==> src/rtl/imem_axi_bridge.sv <==
// Instruction-fetch bridge: turns single-outstanding imem requests into AXI4-Lite reads,
// maps bus responses to fault codes and drains orphaned responses after a timeout.
module imem_axi_bridge #(
  parameter int unsigned ADDR_W  = 32,
  parameter int unsigned TIMEOUT = 255
) (
  input  logic              clk,
  input  logic              rstn,
  input  logic              imem_req,
  input  logic [ADDR_W-1:0] imem_addr,
  output logic [31:0]       imem_rdata,
  output logic [1:0]        imem_bad,
  output logic              imem_busy,
  output logic              m_arvalid,
  output logic [ADDR_W-1:0] m_araddr,
  input  logic              m_arready,
  input  logic              m_rvalid,
  input  logic [31:0]       m_rdata,
  input  logic [1:0]        m_rresp,
  output logic              m_rready
);

  localparam int unsigned CNT_W = 8;
  localparam logic [CNT_W-1:0] CNT_LAST = CNT_W'(TIMEOUT - 1);
  localparam logic [ADDR_W-1:0] WORD_MASK = ~ADDR_W'(3);

  typedef enum logic [1:0] {IDLE, ADDR, DATA, RESP} state_t;

  state_t            state, state_d;
  logic              drop, drop_d;
  logic [CNT_W-1:0]  cnt, cnt_d;
  logic [31:0]       rdata_d;
  logic [1:0]        bad_d;
  logic [ADDR_W-1:0] araddr_d;
  logic              busy_d, arvalid_d, rready_d;
  logic              accept_c;

  // Next-state and next-output logic; every output is registered from these.
  always_comb begin
    state_d  = state;
    drop_d   = drop;
    cnt_d    = cnt;
    rdata_d  = imem_rdata;
    bad_d    = imem_bad;
    araddr_d = m_araddr;
    accept_c = imem_req && !imem_busy;

    // Any beat seen while a drop is pending is the orphan of a timed-out fetch.
    if (drop && m_rvalid) drop_d = 1'b0;

    unique case (state)
      IDLE: begin
        if (accept_c) begin
          araddr_d = imem_addr & WORD_MASK;
          state_d  = ADDR;
        end
      end
      ADDR: begin
        if (m_arvalid && m_arready) begin
          state_d = DATA;
          cnt_d   = '0;
        end
      end
      DATA: begin
        cnt_d = cnt + CNT_W'(1);
        if (m_rvalid && !drop) begin
          state_d = RESP;
          unique case (m_rresp)
            2'b00, 2'b01: begin rdata_d = m_rdata; bad_d = 2'b00; end
            2'b10:        begin rdata_d = '0;      bad_d = 2'b01; end
            default:      begin rdata_d = '0;      bad_d = 2'b10; end
          endcase
        end else if (cnt == CNT_LAST) begin
          state_d = RESP;
          rdata_d = '0;
          bad_d   = 2'b11;
          drop_d  = 1'b1;
        end
      end
      RESP: begin
        if (accept_c) begin
          araddr_d = imem_addr & WORD_MASK;
          state_d  = ADDR;
        end else begin
          state_d  = IDLE;
        end
      end
      default: state_d = IDLE;
    endcase

    busy_d    = (state_d == ADDR) || (state_d == DATA);
    arvalid_d = (state_d == ADDR) && !drop_d;
    rready_d  = (state_d == DATA) || drop_d;
  end

  // State and output registers.
  always_ff @(posedge clk or negedge rstn) begin
    if (!rstn) begin
      state      <= IDLE;
      drop       <= 1'b0;
      cnt        <= '0;
      imem_rdata <= '0;
      imem_bad   <= 2'b00;
      imem_busy  <= 1'b0;
      m_arvalid  <= 1'b0;
      m_araddr   <= '0;
      m_rready   <= 1'b0;
    end else begin
      state      <= state_d;
      drop       <= drop_d;
      cnt        <= cnt_d;
      imem_rdata <= rdata_d;
      imem_bad   <= bad_d;
      imem_busy  <= busy_d;
      m_arvalid  <= arvalid_d;
      m_araddr   <= araddr_d;
      m_rready   <= rready_d;
    end
  end

endmodule

==> config.mk <==
export PLATFORM = sky130hd
export DESIGN_NAME = imem_axi_bridge
export DESIGN_NICKNAME = d
export VERILOG_FILES = /design/src/rtl/imem_axi_bridge.sv
export SDC_FILE = /design/constraint.sdc
export NUM_CORES = 1
export LEC_CHECK = 0
export CAP_MARGIN = 20
export CORE_ASPECT_RATIO = 0.8
export CORE_MARGIN = 2
export CORE_UTILIZATION = 43
export DETAILED_ROUTE_END_ITERATION = 12
export GPL_TIMING_DRIVEN = 0
export PLACE_DENSITY = 0.8
export SLEW_MARGIN = 10
export SYNTH_ARGS = -nofsm -noshare
export SYNTH_HDL_FRONTEND = slang
export SYNTH_SLANG_ARGS = --single-unit
==> constraint.sdc <==
create_clock -name clk -period 2.4 [get_ports clk]
set_clock_uncertainty 0.2 [all_clocks]
set_input_delay 0.36 -clock clk [delete_from_list [all_inputs] [get_ports clk]]
set_output_delay 0.36 -clock clk [all_outputs]
set_load 0.02 [all_outputs]
==> metrics.txt <==
Initial Utilization=between 40 and 50%; Tmin final=roughly 2.3 ns; total power=6.73 mW; gr usage total=about 20%; area of all sequential standard cells=around 2000 sq um; CTS Root Cell=clkbuf_8; distinct cell type count after synthesis=39; internal power=approximately 4.2 mW; reg-to-reg startpoint=state[0]; slowest stage delay, CP=roughly 0.45 ns; TritonCTS Sinks=78; count leader, synth=dfrtp_1; Die Width=roughly 100 microns; number of remaining DRC errors=0; RSZ-0062 raised after global routing=false; sequential share of power=between 30% and 40%; synth top area cells=dfrtp_1 56%, mux2_2 10%, o211ai_1 7.3%; hold crit path type=input port to async pin; critical path required time=around 2.5 ns; number of global-route vias before repair=approximately 2900; final cycle utilization of the critical path=a little over nine tenths; critical path, cell by cell=inv_1 -> ha_1 -> buf_2 -> nand4_4 -> o21a_4 -> o221a_2 -> ha_1 -> a21o_1; CP Launch Point=state[0]; cells after synthesis=between 300 and 400; met1 usage=roughly a quarter; Vias=between 2000 and 3000; power share of the clock group=between 15 and 20%; Skew-Pair Late Insertion Delay=0.35 ns; post-route ant nets=0; Core Rows=29; final hold viol count=0; Final Slew Violations=0; first-pass GRT wire length=14100 microns; Pwr Density=between 1000 and 1500 nW/um^2; total CTS buffers=9; element type at the critical path start=register; GR peak layer=met2; Worst Path Buf+Inv=2; Yosys reg bits=~80; top_reg_cell synth=dfrtp_1; DIE HEIGHT=between 80 and 90 microns; fin area=about 5300 sq um; Psw=2.49 mW; first-pass iteration count of the detailed router=4; core area=between 7000 and 8000 sq um; CP most frequent cell=ha_1; Routed wire per std cell=~15 microns; Max-Cap Viols=0; Switching Fraction=between 30 and 40%; sequential share of the synthesized area=56.2%; critical path's slowest cell=dfrtp_2; M2 GR Usage=a little under a third; FILL cells=slightly above 600; HPWL after DPL=between 6000 and 7000 microns; area delta synth->final=51.3%; CTS tree=yes; post-synth top area cell=dfrtp_1; RePlAce Congestion=between 0.7 and 0.8; Synth async-reset ratio=100%; crit path max fanout=9; initial antenna violation count=0; I/O pin count=140; Final setup viols=0; Nets=536; CP arrival=2.35 ns; gr ovfl total=0; Top delay family on crit path=compound AO/OA/AOI/OAI gates; share of cells above drive strength 1=between 10 and 15%; dpl cell area=about 5000 sq um; number of synthesized flops with an enable pin=0; syn_area_per_cell=between 10 and 15 sq um; Worst-path clk slew=about 0.090 ns; outcome=complete, no violations; Yosys warnings=0; LEAKAGE=around 2.2 nW; H-tree depth=3; buffers added on ports=roughly 140; Detailed Route WL=8540 microns; Iter 0 DRT Violations=94; fmax=~430 MHz; Synth Cell Area=3480 sq um; Multi-input gate area=between 1000 and 1500 sq um; Yosys top cell area share=56.2%; IR drop worst, VDD=~0.8 mV; GR Util met3=under 10%; Via density=roughly 5.2; Max clock buf depth=2; crit end category=register; largest net degree at the start of global routing=52; Synth top cells by count=78 x dfrtp_1, 35 x nand2_1, 34 x o211ai_1; die area=around 8800 sq um; Crit Path Category=register to register; share of power burned in combinational logic=50.3%; antenna cells=0
-- placed cells by master, fill, tap and decap left out, drive strengths merged, types with 3 or more instances in the layout --
| cell | instances |
|---|---|
| a221o | 3 |
| buf | 11 |
| clkbuf | 27 |
| clkdlybuf4s50 | 134 |
| dfrtp | 78 |
| ha | 8 |
| inv | 8 |
| mux2 | 31 |
| nand2 | 35 |
| nand2b | 5 |
| nand3 | 4 |
| nor2 | 7 |
| nor3b | 3 |
| o211ai | 34 |
| o21ai | 37 |
-- power groups by stage --
stage / combinational, mW / sequential [mW] / clock, mW
global placement: 3.28 / 2.27 / 0
CTS: 3.38 / 2.27 / 1.09
detailed placement: 3.36 / 2.29 / 0
global route: 3.63 / 2.35 / 1.14
floorplan: 1.09 / 2.95 / 0
finish: 3.38 / 2.28 / 1.07
-- repair_timing --
| item | CTS | global route |
|---|---|---|
| cloned | 0 | 0 |
| hold buffers | 1 | 0 |
| pin swaps | 0 | 1 |
| endpoints found under the hold margin | 27 | 0 |
| buffers inserted | 0 | 1 |
| resized for setup | 2 | 8 |
| setup endpoints to repair | 1 | 22 |
-- flip-flops by register name, indices dropped and copies added, names as in the netlist, 2 cells and up --
signal,cells
imem_rdata,32
m_araddr,30
cnt,8
imem_bad,2
state,2
-- cell type report --
cell class / count / area share (%)
inverter: 7 / 0.500
buffer: 25 / 2.12
multi-input combinational: 198 / 27.1
timing repair buffer: 138 / 26.5
clock inverter: 5 / 1.59
tap: 108 / 2.57
clock buffer: 10 / 2.43
sequential: 78 / 37.1
-- cell families after synthesis --
group           synth area share (%)
fa+ha+maj                       2.88
flops                           56.2
compound gates                  17.7
other cells                    0.108
mux                             10.0
simple gates                    9.18
buf+inv                         3.89
-- routing by layer --
layer	vias up	wire length, microns
met4	0	74
met5	-	0
met2	109	3980
met3	7	709
li1	1399	-
met1	1429	3780
-- stage by stage --
stage	hold slack (ns)	util [%]	worst slack (ns)	instances	setup TNS, ns
after global placement	0.288	63.1	-1.99	551	-155.18
after detailed placement	0.108	63.4	-0.0374	552	-0.0374
after global routing	0.281	66.8	0.00633	569	0
after floorplan	-0.136	-	0.315	308	0
final	0.268	66.8	0.0975	569	0
after CTS	0.271	66.4	0.0287	568	0
-- path summary, 6_finish.rpt --
kind	end	slack, ns	depth (start not counted)
setup / recovery	m_rready	0.1	8
hold / removal	m_araddr[30]	0.27	2
setup reg to reg	m_rready	0.1	8
hold reg to reg	m_araddr[20]	0.31	1
max in group asynchronous	state[0]	1.16	3
min in group clk	m_araddr[20]	0.31	1
(Power assumes the default switching activity.)
